<file path="src/rtl/cpu_seq_ctrl.sv">
// Multi-cycle FETCH/DECODE/EXEC/MEM/WB sequencer for the mainP datapath, with a memory timeout watchdog.
// Optional SEQ_PERF_CNT_EN adds retired-instruction and active-cycle counters.
module cpu_seq_ctrl #(
  parameter int              OP_W        = 4,
  parameter int              TO_W        = 8,
  parameter logic [TO_W-1:0] MEM_TIMEOUT = TO_W'(64)
) (
  input  logic            clk,
  input  logic            pcrst,
  input  logic [OP_W-1:0] ir_op,
  input  logic            alu_zero,
  input  logic            mem_ack,
  output logic            mem_req,
  output logic            mem_we,
  output logic            mem_addr_sel,
  output logic            ir_load,
  output logic            pc_we,
  output logic [1:0]      pc_src,
  output logic            alu_en,
  output logic            rf_we,
  output logic            wb_sel,
  output logic            halted,
  output logic            illegal_op,
  output logic            bus_err
`ifdef SEQ_PERF_CNT_EN
  ,
  output logic [31:0]     instr_cnt,
  output logic [31:0]     cyc_cnt
`endif
);

  typedef enum logic [2:0] {S_FETCH, S_DECODE, S_EXEC, S_MEM, S_WB, S_HALT} state_t;

  localparam logic [OP_W-1:0] OP_NOP   = OP_W'(0);
  localparam logic [OP_W-1:0] OP_ALU_L = OP_W'(1);
  localparam logic [OP_W-1:0] OP_ALU_H = OP_W'(7);
  localparam logic [OP_W-1:0] OP_LOAD  = OP_W'(8);
  localparam logic [OP_W-1:0] OP_STORE = OP_W'(9);
  localparam logic [OP_W-1:0] OP_BEQ   = OP_W'(10);
  localparam logic [OP_W-1:0] OP_JMP   = OP_W'(11);
  localparam logic [OP_W-1:0] OP_HALT  = OP_W'(15);
  localparam logic [TO_W-1:0] TO_LAST  = MEM_TIMEOUT - TO_W'(1);

  state_t          state, next_state;
  logic [TO_W-1:0] to_cnt;
  logic            is_nop, is_alu, is_load, is_store, is_beq, is_jmp, is_halt, is_illegal;
  logic            wait_st, to_fire, illegal_set;

  always_comb begin
    is_nop     = (ir_op == OP_NOP);
    is_alu     = (ir_op >= OP_ALU_L) && (ir_op <= OP_ALU_H);
    is_load    = (ir_op == OP_LOAD);
    is_store   = (ir_op == OP_STORE);
    is_beq     = (ir_op == OP_BEQ);
    is_jmp     = (ir_op == OP_JMP);
    is_halt    = (ir_op == OP_HALT);
    is_illegal = !(is_nop || is_alu || is_load || is_store || is_beq || is_jmp || is_halt);
  end

  // Watchdog only arms in the two states that own the memory port.
  assign wait_st = (state == S_FETCH) || (state == S_MEM);
  assign to_fire = (MEM_TIMEOUT != '0) && wait_st && !mem_ack && (to_cnt == TO_LAST);

  always_comb begin
    next_state   = state;
    illegal_set  = 1'b0;
    mem_req      = 1'b0;
    mem_we       = 1'b0;
    mem_addr_sel = 1'b0;
    ir_load      = 1'b0;
    pc_we        = 1'b0;
    pc_src       = 2'd0;
    alu_en       = 1'b0;
    rf_we        = 1'b0;
    wb_sel       = 1'b0;
    halted       = 1'b0;
    case (state)
      S_FETCH: begin
        mem_req = 1'b1;
        if (mem_ack) begin
          ir_load    = 1'b1;
          next_state = S_DECODE;
        end else if (to_fire) begin
          next_state = S_HALT;
        end
      end
      S_DECODE: begin
        if (is_illegal) begin
          illegal_set = 1'b1;
          next_state  = S_HALT;
        end else begin
          pc_we = 1'b1;
          if (is_nop)       next_state = S_FETCH;
          else if (is_halt) next_state = S_HALT;
          else              next_state = S_EXEC;
        end
      end
      S_EXEC: begin
        alu_en = 1'b1;
        if (is_alu)                     next_state = S_WB;
        else if (is_load || is_store)   next_state = S_MEM;
        else begin
          if (is_beq && alu_zero) begin
            pc_we  = 1'b1;
            pc_src = 2'd2;
          end else if (is_jmp) begin
            pc_we  = 1'b1;
            pc_src = 2'd3;
          end
          next_state = S_FETCH;
        end
      end
      S_MEM: begin
        mem_req      = 1'b1;
        mem_addr_sel = 1'b1;
        mem_we       = is_store;
        if (mem_ack)      next_state = is_load ? S_WB : S_FETCH;
        else if (to_fire) next_state = S_HALT;
      end
      S_WB: begin
        rf_we      = 1'b1;
        wb_sel     = is_load;
        next_state = S_FETCH;
      end
      S_HALT: halted = 1'b1;
      default: next_state = S_HALT;
    endcase
    // Reset silences the port at once rather than waiting for the next edge.
    if (pcrst) begin
      mem_req      = 1'b0;
      mem_we       = 1'b0;
      mem_addr_sel = 1'b0;
      ir_load      = 1'b0;
      pc_we        = 1'b0;
      pc_src       = 2'd0;
      alu_en       = 1'b0;
      rf_we        = 1'b0;
      wb_sel       = 1'b0;
      halted       = 1'b0;
    end
  end

  always_ff @(posedge clk or posedge pcrst) begin
    if (pcrst) begin
      state      <= S_FETCH;
      to_cnt     <= '0;
      illegal_op <= 1'b0;
      bus_err    <= 1'b0;
    end else begin
      state <= next_state;
      if (wait_st && !mem_ack && (next_state == state)) to_cnt <= to_cnt + TO_W'(1);
      else                                              to_cnt <= '0;
      if (illegal_set) illegal_op <= 1'b1;
      if (to_fire)     bus_err    <= 1'b1;
    end
  end

`ifdef SEQ_PERF_CNT_EN
  always_ff @(posedge clk or posedge pcrst) begin
    if (pcrst) begin
      instr_cnt <= '0;
      cyc_cnt   <= '0;
    end else if (state != S_HALT) begin
      cyc_cnt <= cyc_cnt + 32'd1;
      if ((next_state == S_FETCH) && (state != S_FETCH)) instr_cnt <= instr_cnt + 32'd1;
    end
  end
`endif

endmodule

</file>
<file path="config.mk">
export PLATFORM = sky130hd
export DESIGN_NAME = cpu_seq_ctrl
export DESIGN_NICKNAME = d
export VERILOG_FILES = /design/src/rtl/cpu_seq_ctrl.sv
export SDC_FILE = /design/constraint.sdc
export NUM_CORES = 1
export LEC_CHECK = 0
export ABC_AREA = 1
export CAP_MARGIN = 20
export CORE_MARGIN = 2
export CORE_UTILIZATION = 48
export CTS_CLUSTER_SIZE = 25
export DETAILED_ROUTE_END_ITERATION = 10
export PLACE_DENSITY = 0.85
export SYNTH_ARGS = -nofsm -noshare
export SYNTH_HDL_FRONTEND = slang
export SYNTH_SLANG_ARGS = --single-unit
export TNS_END_PERCENT = 5
</file>
<file path="constraint.sdc">
create_clock -name clk -period 1.8 [get_ports clk]
set_clock_uncertainty 0.2 [all_clocks]
set_input_delay 0.54 -clock clk [delete_from_list [all_inputs] [get_ports clk]]
set_output_delay 0.54 -clock clk [all_outputs]
set_load 0.02 [all_outputs]
</file>
# After elaboration in Yosys (flattened, before gate mapping)
# Index checks and enable logic that the tools add are counted.
totals:
  in_bits: 8
  wordCells: 79
  rom_bits: 0
  n_memories: 0
  output_inout_bits: 13
  ramBits: 0
  latch_bits: 0
  reg_bits: 13
classes:
  shift: 0
  n_addsub: 1
  n_eq_ne: 12
  mul: 0
  n_reduce_logical: 17
  magnitude_cmp: 2
  bitwise_logic: 0
  muxes: 43
  div: 0
ops:
  columns: ["operator", "count"]
  rows:
  - ["2-to-1 mux 1 bit", 25]
  - ["2-to-1 mux 3 bit", 8]
  - ["equality test 4 bit (second input constant)", 5]
  - ["one-hot mux 3 bit (6 select lines)", 1]
  - ["2-to-1 mux 2 bit", 7]
  - ["adder 8 x 1 -> 8 bit (second input constant)", 1]
  - ["equality test 8 x 6 -> 1 bit (second input constant)", 1]
  - ["logical OR 1 bit", 8]
  - ["2-to-1 mux 8 bit", 1]
  - ["equality test 3 x 2 -> 1 bit (second input constant)", 2]
  - ["equality test 3 bit (second input constant)", 2]
  - ["logical AND 1 bit", 5]
  - [">= comparator 4 x 1 -> 1 bit (second input constant)", 1]
  - ["less-or-equal comparator 4 x 3 -> 1 bit (second input constant)", 1]
  - ["zero test 4 bit", 1]
  - ["equality test 3 x 1 -> 1 bit (second input constant)", 1]
  - ["equality test 3 bit", 1]
  - ["zero test 3 bit", 1]
  - ["one-hot mux 1 bit (2 select lines)", 1]
  - ["OR reduction 2 bit", 1]
  - ["zero test 1 bit", 1]

# Longest topological paths before layout
logic_depth:
  ltp_word: 13
  ltp_mapped: 11
  ltp_nobuf: 10

# Worst setup path after synthesis
# Ideal clock, no wire load.
synth_path:
  kind: "input -> output"
  startpoint: "input pcrst"
  endpoint: "output halted"
  cell_stages: 2
  t_arrival_ns: 1.448
  n_path_buf: 1
  slack_ns: -0.388
  path_cell_list: "clkbuf_1 nor4_1"
synth_between:
  elab_chain_cells: 1
synth_rtl:
  columns: ["item", "line_no", "text"]
  rows:
  - ["start, declared", "9", "input logic pcrst,"]
  - ["2-to-1 mux 1 bit", "129", "if (pcrst) begin"]
  - ["end, declared", "22", "output logic halted,"]
# No other way between the ends.

# Worst setup path in the final report
layout_path:
  startpoint: "input ir_op[2]"
  endpoint: "output pc_we"
layout_between:
  elab_chain_cells: 11
  word_cells_on_any_way: 24
layout_rtl:
  columns: ["item", "line_no", "text"]
  rows:
  - ["start, declared", "10", "input logic [OP_W-1:0] ir_op,"]
  - [">= comparator 4 x 1 -> 1 bit / less-or-equal comparator 4 x 3 -> 1 bit (equally long branches)", "51", "is_alu = (ir_op >= OP_ALU_L) && (ir_op <= OP_ALU_H);"]
  - ["logical AND 1 bit", "51", null]
  - ["logical OR 1 bit (6 in series)", "57", "is_illegal = !(is_nop || is_alu || is_load || is_store || is_beq || is_jmp || is_halt);"]
  - ["2-to-1 mux 1 bit", "88", "if (is_illegal) begin"]
  - ["one-hot mux 1 bit (2 select lines) (*)", "77", "case (state)"]
  - ["2-to-1 mux 1 bit (*)", "129", null]
  - ["end, declared", "17", "output logic pc_we,"]
# Every way passes the cells marked *; elsewhere a longest branch is shown, timed or not.

==> results.toml <==
[outcome]
result_of_the_run = "complete, but fails checks"
violations = "negative setup slack"

[worst_setup_path]
critPathLaunch = "ir_op[2]"
crit-reg2reg-launch = "state[2]$_DFF_PP0_"
worst_setup_path_endpoint = "pc_we"
cp.required_ns = 1.06
critPathArrivalTime_ns = 1.43
path_max_fanout = 3
rr_endpoint = "to_cnt[1]$_DFF_PP0_"
worstSetupStartpointType = "input pin"
setup.worst_path.class = "in -> out"
crit_path_end_kind = "output port"
depth_of_the_worst_register_to_register_path = 11
regToRegSetupSlack_ns = -0.10

[die]
initial_utilization_pct = 50.7
die_area_um2 = 2180
die_h_um = 46.7
std_cell_rows = 15
core_um2 = 1730
die_w_um = 46.7
ios = 21

[pwr]
p_leak_uw = 0.000725
worst_case_vdd_ir_drop_mv = 0.694
seq_power_share_pct = 26.7
power.switching_uw = 684
total_power_uw = 1580
powerDensity_nw_per_um2 = 1050
netSwitchingFraction_pct = 43.3
comb_power_share_pct = 62.7
power.internal_uw = 894
power.clock.fraction_pct = 10.6

[timing]
timing.final.crit_period_ns = 2.17
setup_viol = 20
worst-slew-pin-transition_ns = 0.274
finalMaxSlewViolations = 0
slew_headroom_pct = 81.6
rsz0062_at_grt = "yes"
period_utilization_pct = 121
final_critical_path_setup_slack_ns = -0.371
final_hold_viol_count = 0
timing.fmax_ghz = 0.461

[grt]
grt.total_usage_pct = 27.9
grt_max_degree = 9
grt_antenna_before_repair = 0
grt_first_pass_wirelength_um = 4170
use_met1_pct = 30.0
globalRouteOverflowTotal = 0
use_met3_pct = 3.14
global_route.usage.met2_pct = 53.1
global_route.peak_usage_layer = "met2"
grt_pass1_vias = 993

[yosys]
synth.cell_area_um2 = 876
synth-simple-area-share_pct = 41.6
postSynthNetCount = 123
ys_seq_elements = 13
synth.area.mux_share_pct = 0
synthesis.instances = 114
synth_adder_area_share_pct = 1.43
synth_compound_gate_area_share_pct = 5.86
post_synth_xor_area_fraction_pct = 5.00
yosysWarnings = 0
synth_area_per_cell_um2 = 7.68
yosysSeqAreaShare_pct = 37.1
synth_cell_types = 23
synth_top_family_by_area = "simple AND/OR/NAND/NOR gates"

[placed_design]
half_perimeter_wire_length_after_placement_um = 1980
gpl.final_weighted_congestion = 0.873
port-buffer-count = 20

[clock_network]
cts_tree = "done"
clock-root-buffer = "clkbuf_4"
cts-hold-fix-buffers = 0
cts_buffer_depth = 2
ctsHtreeMaxLevel = 1
clk_pin_slew_worst_paths_ns = 0.07
cts_buffers = 3
cts_sinks = 13
clock_latency_ns = 0.27

[min_path]
worstHoldStart = "to_cnt[0]$_DFF_PP0_"
hold_path_class = "reg -> reg"

[final_layout]
finish.net_count = 185
area.growth.synth_to_final_pct = 72.0
fin_util_pct = 87.2
post_route_cells_drive_above_1_share_pct = 61.1
mostFrequentLayoutCell = "buf_4"
diodes = 0
layout_fillers = 96
commonest_non_fill_non_tap_cells_in_the_layout = "44 x buf_4, 13 x nand2_1, 12 x nor2_2, 12 x nand2_2"

[route]
routedWlPerCell_um = 13.8
dr.pass1.iters = 4
num_vias = 1027
antenna_violating_nets_post_route = 0
via_per_inst = 5.14
drc_errors = 0
drt_iter0_markers = 24
totalWireLength_um = 2750

[flow_run]
maxCapViolations = 0
## cell usage after synthesis
cell,number,area [µm²]
xor2_1,3,26.3
nand3_4,2,35.0
nor3_1,5,25.0
nand2_1,18,67.6
dfrtp_1,13,325
clkbuf_1,1,3.75
a21oi_1,3,15.0
nor4_1,3,18.8
inv_1,13,48.8
buf_6,1,11.3
nand3_1,4,20.0
nand2_2,7,43.8
nor2_2,11,68.8
clkinv_1,1,3.75
o21ai_0,2,10.0
nand4_1,2,12.5
nor2_1,14,52.6
a31o_2,2,17.5
inv_2,3,11.3
nand3_2,2,20.0
o2111ai_1,1,8.76
ha_1,1,12.5
xnor2_1,2,17.5
## registers in the layout (all words and copies together), names as in the netlist
| register | flops |
|---|---|
| illegal_op | 1 |
| bus_err | 1 |
| to_cnt | 8 |
| state | 3 |
## how the worst min path moves through the flow
| stage | cells after the start | slack, ns | to |
|---|---|---|---|
| global placement | 2 | 0.25 | bus_err$_DFFE_PP0P_ |
| CTS | 1 | 0.27 | to_cnt[0]$_DFF_PP0_ |
| global route | 1 | 0.29 | to_cnt[0]$_DFF_PP0_ |
| detailed placement | 1 | 0.26 | to_cnt[0]$_DFF_PP0_ |
| finish | 1 | 0.27 | to_cnt[0]$_DFF_PP0_ |
| floorplan | 1 | 0.24 | to_cnt[0]$_DFF_PP0_ |
## worst max-delay path, cell delays in order
cell and delay, ns:
clkdlybuf4s15_2 0.19, inv_1 0.06, nand2_2 0.09, inv_2 0.09
o2111ai_4 0.14, a21oi_4 0.18, buf_6 0.13
## routing by layer
metal,routed length [µm],part of all wire [%]
met4,108,3.9
met5,0,0
met3,137,5.0
met1,1040,38
met2,1470,53
## power by group through the flow
stage                     registers, µW  logic [µW]  clock network (µW)
after floorplan                     414         505                   0
after global placement              406         889                   0
after detailed placement            409         917                   0
after CTS                           412         925                 176
after global routing                427        1050                 185
final                               420         990                 167
## per-stage QoR
stage	cells	setup WS [ns]	hold WS, ns	setup TNS (ns)	area, µm²
after global routing	200	-0.419	0.288	-5.53	1510
after floorplan	114	-0.0896	0.243	-0.402	971
final	200	-0.371	0.272	-3.89	1510
after detailed placement	190	-1.14	0.261	-17.22	1430
after CTS	197	-0.337	0.274	-3.88	1480
after global placement	190	-1.07	0.250	-16.34	1430
## logic make-up (layout without fill, tap and decap cells)
kind of cell               after synthesis  count (layout)
AOI/OAI and AO/OA                        8               8
adders and majority gates                1               1
buffers and inverters                   19              80
and+or+nand+nor                         68              68
DFF                                     13              13
xor gates and xnor gates                 5               5
## area by class of cell
type / instances / area (µm²) / share of cell area [%]
inverter: 17 / 65.1 / 4.32
clock buffer: 4 / 26.3 / 1.74
timing repair buffer: 59 / 464 / 30.8
sequential: 13 / 329 / 21.8
tap: 25 / 31.3 / 2.08
multi-input combinational: 82 / 591 / 39.2
## repair_timing
action                                  in CTS  in global routing
gates resized for setup                     91                  5
endpoints found under the setup margin      24                 21
pin swaps                                    4                  2
gates cloned                                 1                  0
buffers inserted                             2                  3
No activity file was read; power rests on OpenSTA's default activity.
